`src/rtl/byte_unstriping_pkg.sv`:
```
// Shared symbol codes, framing states and word layout for the 4-lane receive path.
package byte_unstriping_pkg;

    // K-code values, identical to the ones the transmitter emits
    localparam logic [7:0] K_COM  = 8'hBC;
    localparam logic [7:0] K_SKP  = 8'h1C;
    localparam logic [7:0] K_STP  = 8'hFB;
    localparam logic [7:0] K_SDP  = 8'h5C;
    localparam logic [7:0] K_END  = 8'hFD;
    localparam logic [7:0] K_EDB  = 8'hFE;
    localparam logic [7:0] K_FTS  = 8'h3C;
    localparam logic [7:0] K_IDLE = 8'h7C;

    localparam int unsigned LANES  = 4;
    localparam int unsigned WORD_W = LANES * 8 + LANES;

    typedef enum logic {
        ST_IDLE   = 1'b0,
        ST_IN_PKT = 1'b1
    } frame_state_t;

    // Buffered symbol word: K flags on top, lane 3 .. lane 0 below
    typedef struct packed {
        logic [LANES-1:0]      k;
        logic [LANES-1:0][7:0] lane;
    } sym_word_t;

    function automatic logic is_fill_k(input logic [7:0] b);
        return (b == K_COM) || (b == K_IDLE) || (b == K_FTS);
    endfunction

endpackage

```
`src/rtl/unstripe_buf.sv`:
```
// Two-entry word FIFO holding lane bytes plus K flags; head is visible without popping.
module unstripe_buf
    import byte_unstriping_pkg::*;
#(
    parameter int unsigned DEPTH = 2
) (
    input  logic                clk,
    input  logic                rst,
    input  logic                push_i,
    input  logic                pop_i,
    input  logic [WORD_W-1:0]   wdata_i,
    output logic [WORD_W-1:0]   head_o,
    output logic [1:0]          count_o
);

    localparam logic [1:0] DEPTH_C = 2'(DEPTH);

    logic [WORD_W-1:0] mem_q [0:1];
    logic              wr_ptr_q, wr_ptr_d;
    logic              rd_ptr_q, rd_ptr_d;
    logic [1:0]        count_q, count_d;
    logic              do_push, do_pop;

    // Pointer and occupancy update; push and pop in one cycle keep the count
    always_comb begin
        do_push  = push_i && (count_q < DEPTH_C);
        do_pop   = pop_i && (count_q != 2'd0);
        wr_ptr_d = wr_ptr_q;
        rd_ptr_d = rd_ptr_q;
        count_d  = count_q;
        if (do_push) wr_ptr_d = ~wr_ptr_q;
        if (do_pop)  rd_ptr_d = ~rd_ptr_q;
        case ({do_push, do_pop})
            2'b10:   count_d = count_q + 2'd1;
            2'b01:   count_d = count_q - 2'd1;
            default: count_d = count_q;
        endcase
    end

    // Storage and pointer registers
    always_ff @(posedge clk or posedge rst) begin
        if (rst) begin
            for (int unsigned i = 0; i < 2; i++) mem_q[i] <= '0;
            wr_ptr_q <= 1'b0;
            rd_ptr_q <= 1'b0;
            count_q  <= '0;
        end else begin
            if (do_push) mem_q[wr_ptr_q] <= wdata_i;
            wr_ptr_q <= wr_ptr_d;
            rd_ptr_q <= rd_ptr_d;
            count_q  <= count_d;
        end
    end

    assign head_o  = mem_q[rd_ptr_q];
    assign count_o = count_q;

endmodule

```
`src/rtl/byte_unstriping.sv`:
```
// Receive-side 4-lane to byte serialiser with SKP removal and packet framing check.
module byte_unstriping
    import byte_unstriping_pkg::*;
#(
    parameter int unsigned BUF_DEPTH = 2,
    parameter int unsigned ERR_W     = 8
) (
    input  logic             clk,
    input  logic             rst,
    input  logic             enb,
    input  logic [7:0]       rx_lane0,
    input  logic [7:0]       rx_lane1,
    input  logic [7:0]       rx_lane2,
    input  logic [7:0]       rx_lane3,
    input  logic [3:0]       rx_k,
    input  logic             rx_valid,
    output logic             rx_ready,
    output logic [7:0]       rx_DataS,
    output logic             rx_k_out,
    output logic             rx_out_valid,
    output logic             pkt_start,
    output logic             pkt_end,
    output logic             pkt_bad,
    output logic             in_pkt,
    output logic             frame_err,
    output logic [ERR_W-1:0] err_cnt
);

    localparam logic [1:0] BUF_CNT = 2'(BUF_DEPTH);

    sym_word_t         wr_word, head;
    logic [WORD_W-1:0] head_w;
    logic [1:0]        count;
    logic              push, pop, have_word;
    logic [7:0]        byte_sel;
    logic              k_sel;

    frame_state_t      state_q, state_d;
    logic [1:0]        idx_q, idx_d;
    logic [7:0]        data_q, data_d;
    logic              kout_q, kout_d;
    logic              valid_q, valid_d;
    logic              start_q, start_d;
    logic              end_q, end_d;
    logic              bad_q, bad_d;
    logic              ferr_q, ferr_d;
    logic [ERR_W-1:0]  err_q, err_d;

    assign wr_word.k    = rx_k;
    assign wr_word.lane = {rx_lane3, rx_lane2, rx_lane1, rx_lane0};

    assign have_word = (count != 2'd0);
    assign rx_ready  = enb && !rst && (count < BUF_CNT);
    assign push      = rx_valid && rx_ready;
    assign pop       = enb && have_word && (idx_q == 2'd3);

    unstripe_buf #(
        .DEPTH (BUF_DEPTH)
    ) u_buf (
        .clk     (clk),
        .rst     (rst),
        .push_i  (push),
        .pop_i   (pop),
        .wdata_i (wr_word),
        .head_o  (head_w),
        .count_o (count)
    );

    assign head     = sym_word_t'(head_w);
    assign byte_sel = head.lane[idx_q];
    assign k_sel    = head.k[idx_q];

    // Byte selection, SKP drop and framing decisions for the byte leaving this cycle
    always_comb begin
        state_d = state_q;
        idx_d   = idx_q;
        data_d  = data_q;
        kout_d  = kout_q;
        valid_d = 1'b0;
        start_d = 1'b0;
        end_d   = 1'b0;
        bad_d   = 1'b0;
        ferr_d  = 1'b0;
        err_d   = err_q;
        if (enb && have_word) begin
            idx_d = idx_q + 2'd1;
            if (!(k_sel && (byte_sel == K_SKP))) begin
                data_d  = byte_sel;
                kout_d  = k_sel;
                valid_d = 1'b1;
                unique case (state_q)
                    ST_IDLE: begin
                        if (k_sel && ((byte_sel == K_STP) || (byte_sel == K_SDP))) begin
                            start_d = 1'b1;
                            state_d = ST_IN_PKT;
                        end else if (!(k_sel && is_fill_k(byte_sel))) begin
                            ferr_d = 1'b1;
                        end
                    end
                    ST_IN_PKT: begin
                        if (!k_sel) begin
                            state_d = ST_IN_PKT;
                        end else if (byte_sel == K_END) begin
                            end_d   = 1'b1;
                            state_d = ST_IDLE;
                        end else if (byte_sel == K_EDB) begin
                            end_d   = 1'b1;
                            bad_d   = 1'b1;
                            state_d = ST_IDLE;
                        end else if ((byte_sel == K_STP) || (byte_sel == K_SDP)) begin
                            ferr_d  = 1'b1;
                            start_d = 1'b1;
                        end else begin
                            ferr_d  = 1'b1;
                            state_d = ST_IDLE;
                        end
                    end
                    default: state_d = ST_IDLE;
                endcase
            end
        end
        if (ferr_d && (err_q != '1)) err_d = err_q + 1'b1;
    end

    // Output, index, framing state and error counter registers
    always_ff @(posedge clk or posedge rst) begin
        if (rst) begin
            state_q <= ST_IDLE;
            idx_q   <= '0;
            data_q  <= '0;
            kout_q  <= 1'b0;
            valid_q <= 1'b0;
            start_q <= 1'b0;
            end_q   <= 1'b0;
            bad_q   <= 1'b0;
            ferr_q  <= 1'b0;
            err_q   <= '0;
        end else begin
            state_q <= state_d;
            idx_q   <= idx_d;
            data_q  <= data_d;
            kout_q  <= kout_d;
            valid_q <= valid_d;
            start_q <= start_d;
            end_q   <= end_d;
            bad_q   <= bad_d;
            ferr_q  <= ferr_d;
            err_q   <= err_d;
        end
    end

    assign rx_DataS     = data_q;
    assign rx_k_out     = kout_q;
    assign rx_out_valid = valid_q;
    assign pkt_start    = start_q;
    assign pkt_end      = end_q;
    assign pkt_bad      = bad_q;
    assign in_pkt       = (state_q == ST_IN_PKT);
    assign frame_err    = ferr_q;
    assign err_cnt      = err_q;

endmodule

```
`config.mk`:
```
export PLATFORM = sky130hd
export DESIGN_NAME = byte_unstriping
export DESIGN_NICKNAME = d
export VERILOG_FILES = /design/src/rtl/byte_unstriping_pkg.sv /design/src/rtl/unstripe_buf.sv /design/src/rtl/byte_unstriping.sv
export SDC_FILE = /design/constraint.sdc
export NUM_CORES = 1
export LEC_CHECK = 0
export CORE_AREA = 2 2 127 129
export CTS_BUF_LIST = sky130_fd_sc_hd__clkbuf_16
export CTS_CLUSTER_SIZE = 20
export DETAILED_ROUTE_END_ITERATION = 8
export DIE_AREA = 0 0 129 131
export GPL_ROUTABILITY_DRIVEN = 0
export PLACE_DENSITY = 0.53
export SYNTH_ARGS = -nofsm -noshare
export SYNTH_HDL_FRONTEND = slang
export SYNTH_SLANG_ARGS = --single-unit
```
`constraint.sdc`:
```
create_clock -name clk -period 7.7 [get_ports clk]
set_clock_uncertainty 0.1 [all_clocks]
set_input_delay 0.77 -clock clk [delete_from_list [all_inputs] [get_ports clk]]
set_output_delay 0.77 -clock clk [all_outputs]
set_load 0.02 [all_outputs]
```
---- Yosys cells after proc, flatten, opt, wreduce, memory -nomap -nowiden ----
Index checks and enable logic that the tools add are counted.
storage, ports and cells
  flip-flop bits (word level) ............. 101
  input bits .............................. 40
  output and inout port bits .............. 24
  logic and storage cells ................. 103
operators by class
  add/subtract/negate cells ............... 4
  magnitude comparators ................... 5
  equality and inequality tests ........... 12
  muxes and demuxes ....................... 42
  bitwise operators ....................... 6
  reduce and logical (&&, ||, !) cells .... 19
operator list
  kind                                                                           number
  36-bit 2-to-1 mux                                                              4
  72-bit bitwise mux                                                             1
  36-bit demux with 1-bit select                                                 1
  8-bit equality test (second input constant)                                    4
  1-bit 2-to-1 mux                                                               29
  8-bit binary-select mux with 2-bit select                                      1
  8-bit by 7-bit equality test with 1-bit output (second input constant)         2
  1-bit logical AND                                                              12
  8-bit by 1-bit adder with 8-bit output (second input constant)                 1
  8-bit by 5-bit equality test with 1-bit output (second input constant)         1
  8-bit by 6-bit equality test with 1-bit output (second input constant)         1
  8-bit 2-to-1 mux                                                               1
  8-bit != test (second input constant)                                          1
  1-bit one-hot mux with 2 select lines                                          3
  2-bit by 1-bit adder with 2-bit output (second input constant)                 2
  2-bit equality test (second input constant)                                    2
  2-bit >= comparator (second input constant)                                    2
  1-bit inverter                                                                 4
  1-bit inverter with 2-bit output                                               2
  2-bit one-hot mux with 2 select lines                                          1
  2-bit nonzero test                                                             2
  1-bit logical OR                                                               3
  2-bit by 3-bit less-than comparator with 1-bit output (second input constant)  1
  1-bit binary-select mux with 2-bit select                                      1
  6 further kinds                                                                6

---- Longest topological paths before layout ----
  depth in word-level cells ............... 16
  mapped depth ............................ 11
  mapped depth without buffers ............ 7

---- By module ----
Synthesis repeated with hierarchy kept, for this count alone.
second synthesis, totals
  cells, all modules ...................... 320
  area total of the unflattened synthesis .. 4702.0 µm²
by module, submodules not included
  module           times used  cells an instance  area an instance (µm²)  sequential area each (µm²)
  unstripe_buf     1           207                3303.2                  1901.8
  byte_unstriping  1           113                1398.8                  625.6

---- Worst setup path before layout ----
Ideal clock, no wire load.
  path type ............................... in2reg
  start ................................... input enb
  end ..................................... register u_buf.mem_q[36] in the netlist's numbering
  setup time .............................. 0.125 ns
  arrival time ............................ 2.785 ns
  required time ........................... 7.475 ns
  slack ................................... 4.691 ns
  stages on the path ...................... 5
  path buffers ............................ 1
  path through ............................ nor3b_1 > nand2_1 > nor2_1 > clkbuf_1 > mux2_2
between the ends
  cells in the longest elaborated chain, start to end .. 4
ends and longest elaborated chain
  item                             RTL line               source
  from (decl)                      byte_unstriping.sv:10  input logic enb,
  1-bit logical AND (2 in a row)   byte_unstriping.sv:53  assign rx_ready = enb && !rst && (count < BUF_CNT);
  1-bit logical AND                byte_unstriping.sv:54  assign push = rx_valid && rx_ready;
  1-bit logical AND                unstripe_buf.sv:26     do_push = push_i && (count_q < DEPTH_C);
  to (signal, indexed assignment)  unstripe_buf.sv:48     if (do_push) mem_q[wr_ptr_q] <= wdata_i;
  to (decl)                        unstripe_buf.sv:18     logic [WORD_W-1:0] mem_q [0:1];
Every way passes these cells.
A chain may end at the register's enable or synchronous reset.

---- Final worst setup path ----
  start ................................... register idx_q[0]
  end ..................................... register err_q[1], in the netlist err_cnt[1]
between the ends
  cells in the longest elaborated chain, start to end .. 12
  elaborated cells between the ends (all ways) .. 27
  those cells by class .................... eq/ne (8); mux (12); reduce/logical (7)
ends and longest elaborated chain
  item                                                                                   RTL line                   source
  from (decl)                                                                            byte_unstriping.sv:39      logic [1:0] idx_q, idx_d;
  from (signal assigned)                                                                 byte_unstriping.sv:140     idx_q <= idx_d;
  8-bit binary-select mux with 2-bit select                                              byte_unstriping.sv:70      assign byte_sel = head.lane[idx_q];
  8-bit 2-to-1 mux (not written as such)                                                 byte_unstriping.sv:70
  8-bit equality test or 8-bit by 7-bit equality test with 1-bit output (tied branches)  byte_unstriping_pkg.sv:29  return (b == K_COM) || (b == K_IDLE) || (b == K_FTS);
  1-bit logical OR (2 in a row)                                                          byte_unstriping_pkg.sv:29
  1-bit logical AND                                                                      byte_unstriping.sv:96      end else if (!(k_sel && is_fill_k(byte_sel))) begin
  1-bit 2-to-1 mux                                                                       byte_unstriping.sv:96
  1-bit 2-to-1 mux                                                                       byte_unstriping.sv:93      if (k_sel && ((byte_sel == K_STP) || (byte_sel == K_SDP))) begin
  1-bit one-hot mux with 2 select lines                                                  byte_unstriping.sv:91      unique case (state_q)
  1-bit 2-to-1 mux *                                                                     byte_unstriping.sv:87      if (!(k_sel && (byte_sel == K_SKP))) begin
  1-bit 2-to-1 mux *                                                                     byte_unstriping.sv:85      if (enb && have_word) begin
  1-bit logical AND *                                                                    byte_unstriping.sv:122     if (ferr_d && (err_q != '1)) err_d = err_q + 1'b1;
  to (signal assigned)                                                                   byte_unstriping.sv:148     err_q <= err_d;
  to (decl)                                                                              byte_unstriping.sv:47      logic [ERR_W-1:0] err_q, err_d;
Mark *: on every way between the ends. The rest lies on a longest branch, timed or not. The select of a mux whose other input is x is not followed.

==> run metrics <==
Yosys reg bits=101; worst r2r src=idx_q[0]; DP Area=5423 µm²; # fillers=1,520; port buffer count=63; register area=2527 µm²; Die X=129 µm; Cell Area, Synth=4553 µm²; Mapped Avg Cell Area=14.78 µm²; Final setup viols=0; post-synth top area cell=dfrtp_1; CP Class=register to register; HP Start=err_cnt[7]; CTS tree=built; hold path cells=1; initial antenna violation count=0; WHS Endpoint=err_cnt[7]; std cell rows=46; Yosys warnings=0; CP startpoint kind=register; DP HPWL=6744 µm; layout cell share with drive strength beyond 1=30.85%; RSZ-0062 raised after global routing=no; worst hold path type=register to register; critical path's largest stage delay=0.58 ns; final core utilization=36.39%; core area=15,600 µm²; postcts setup bufs=0; Setup TNS=0 ns; clk slew on worst S/H paths=0.07 ns; CP cell instances=buf_4, mux4_2, mux2i_1, nor4_1, nand4b_1, o2111ai_2, nor3b_2, mux2_4; final net count=414; maximum clock path buffer count=2; depth of the most critical reg-to-reg path=8; Data required, critical path=7.83 ns; Slowest cell on crit path=mux4_2; final WL=9712 µm; static leakage=2.346 nW; DRC=0; R2R Setup Slk=4.41 ns; Worst path top cell family by delay=multiplexers; Max Freq=304.0 MHz; GRT overflow=0; first-iteration detailed-routing DRC count=116; Peak supply drop=0.1526 mV; cts hold-fix bufs=0; Initial Util=29.19%; Final Hold Vio Count=0; global-route wire length before repair=16,080 µm; CTS resizes=0; DIE HEIGHT=131 µm; Die ar.=16,900 µm²; Critical Path Source=idx_q[0]; max-cap violation count=0; Root Driver=clkbuf_16; synth top area cells=dfrtp_1 56%, mux2_2 19%, mux4_2 8.9%; CP arrival=3.42 ns; power density over the cells=406.0 nW/µm²; footprint of the multi-input gates=1951 µm²; DR vias/cell=4.623; CTS sink count=101; I/O pin count=64; H-tree levels=3; TritonRoute pass-1 iters=4; fin crit share=42.72%; worst rel slew slack=27.31%; CTS Buf Count=9; Final Max Slew Viols=0; Total GRT Usage=12.47%; Buf/Inv on CP=1; worst skew pair latency=0.34 ns; post-synth top area share=55.51%; Cells after Synth=308; crit path max fanout=20; vias in the first global route=2,942; pin count of the biggest net entering global routing=64; n_diodes=0; sequential area share after synthesis=55.51%; critical path capture point type=register; Syn Nets=351; measured slew at the worst slew-check pin=1.088 ns; Final Cell Area=5675 µm²; via count=2,737; Tmin final=3.289 ns; ANT nets after route=0; Netlist cell types=40; synth-to-layout area growth=24.65%; R2R Path End=err_cnt[1]; drt wl/cell=16.41 µm; status=completed
## per-stage QoR
step | power, W | setup WS (ns) | hold WS, ns | instances
final | 0.002304 | 4.411 | 0.3983 | 592
after global routing | 0.002465 | 4.180 | 0.4197 | 592
after CTS | 0.002340 | 4.355 | 0.4079 | 592
after detailed placement | 0.001934 | 4.246 | 0.3928 | 576
after global placement | 0.001897 | 4.299 | 0.3841 | 576
after floorplan | 0.001623 | 4.183 | 0.3678 | 308
## final cells by class
type                    count  area share, %
clock buffers               9          3.968
clock inverters             7         0.4850
inverters                   5         0.3748
multi-input cells         188          34.37
flip-flops and latches    101          44.53
well taps                 216          4.762
repair buffers             66          11.51
## routing by layer
layer	wire length [µm]	part of all wire, %	vias up	track usage (%)
met5	0	0	-	0
met4	180	1.9	0	4.476
met3	340	3.5	12	3.135
met2	4765	49	50	20.54
met1	4425	46	1419	16.05
li1	-	-	1256	-
## state kept, by name, summed over array words and instances, names as in the netlist, 2 cells and up
signal / flops
u_buf.count_o: 2
idx_q: 2
err_cnt: 8
rx_DataS: 8
u_buf.mem_q: 72
## cell usage after synthesis (all sizes together)
cell,count
nor2,10
mux4,18
xor2,10
nand2b,2
a21o,1
mux2i,7
buf,7
nor3,6
nor4b,2
o21a,3
a211oi,2
nand2,11
a21oi,6
nor4,2
o21ai,3
and2,1
nor3b,2
xnor2,4
o2111ai,1
and4b,1
inv,5
and4,1
nand4,5
clkbuf,7
dfrtp,101
mux2,77
o22ai,1
nand3,4
nand3b,1
and3,3
nand4b,1
ha,3
## kinds of logic after synthesis
| logic type | count (synthesis) | share of synthesized area [%] |
|---|---|---|
| mux | 102 | 30.12 |
| flops | 101 | 55.51 |
| simple gates | 52 | 6.211 |
| buf+inv | 19 | 1.924 |
| compound gates | 17 | 2.721 |
| xor+xnor | 14 | 2.693 |
| fa+ha+maj | 3 | 0.8245 |
## worst reg2reg max path, cell delays in order (launching register included)
cell and delay, ns:
dfrtp_1 0.32, buf_4 0.35, mux4_2 0.59, mux2i_1 0.56, nor4_1 0.16, nand4b_1 0.18, o2111ai_2 0.26, nor3b_2 0.32
mux2_4 0.32
## placed cells by master, fill, tap and decap left out, types with 2 or more instances in the layout
cell type,instances
a21oi_1,6
and3_1,3
buf_4,3
clkbuf_16,9
clkdlybuf4s50_1,63
clkinv_1,2
dfrtp_1,101
ha_1,3
inv_1,8
mux2_2,76
mux2i_1,5
mux2i_4,2
mux4_2,18
nand2_1,11
nand2b_1,2
nand3_1,3
nand4_1,5
nor2_1,9
nor3_1,6
nor4_1,2
nor4b_1,2
o21a_1,3
o21ai_0,2
xnor2_1,4
xor2_1,10
## power by group
group          internal, W  switching, W
clock             0.000212      0.000184
sequential        0.000777      0.000156
combinational     0.000529      0.000446
total              0.00152      0.000787
## worst max-delay path by stage
stage | to | depth (start not counted)
5_1_grt | err_cnt[1] | 8
4_1_cts | err_cnt[1] | 8
3_5_place_dp | u_buf.mem_q[37] | 5
3_3_place_gp | u_buf.mem_q[59] | 5
6_report | err_cnt[1] | 8
2_1_floorplan | err_cnt[0] | 1
Note: power is estimated with default switching activity, not from simulation.
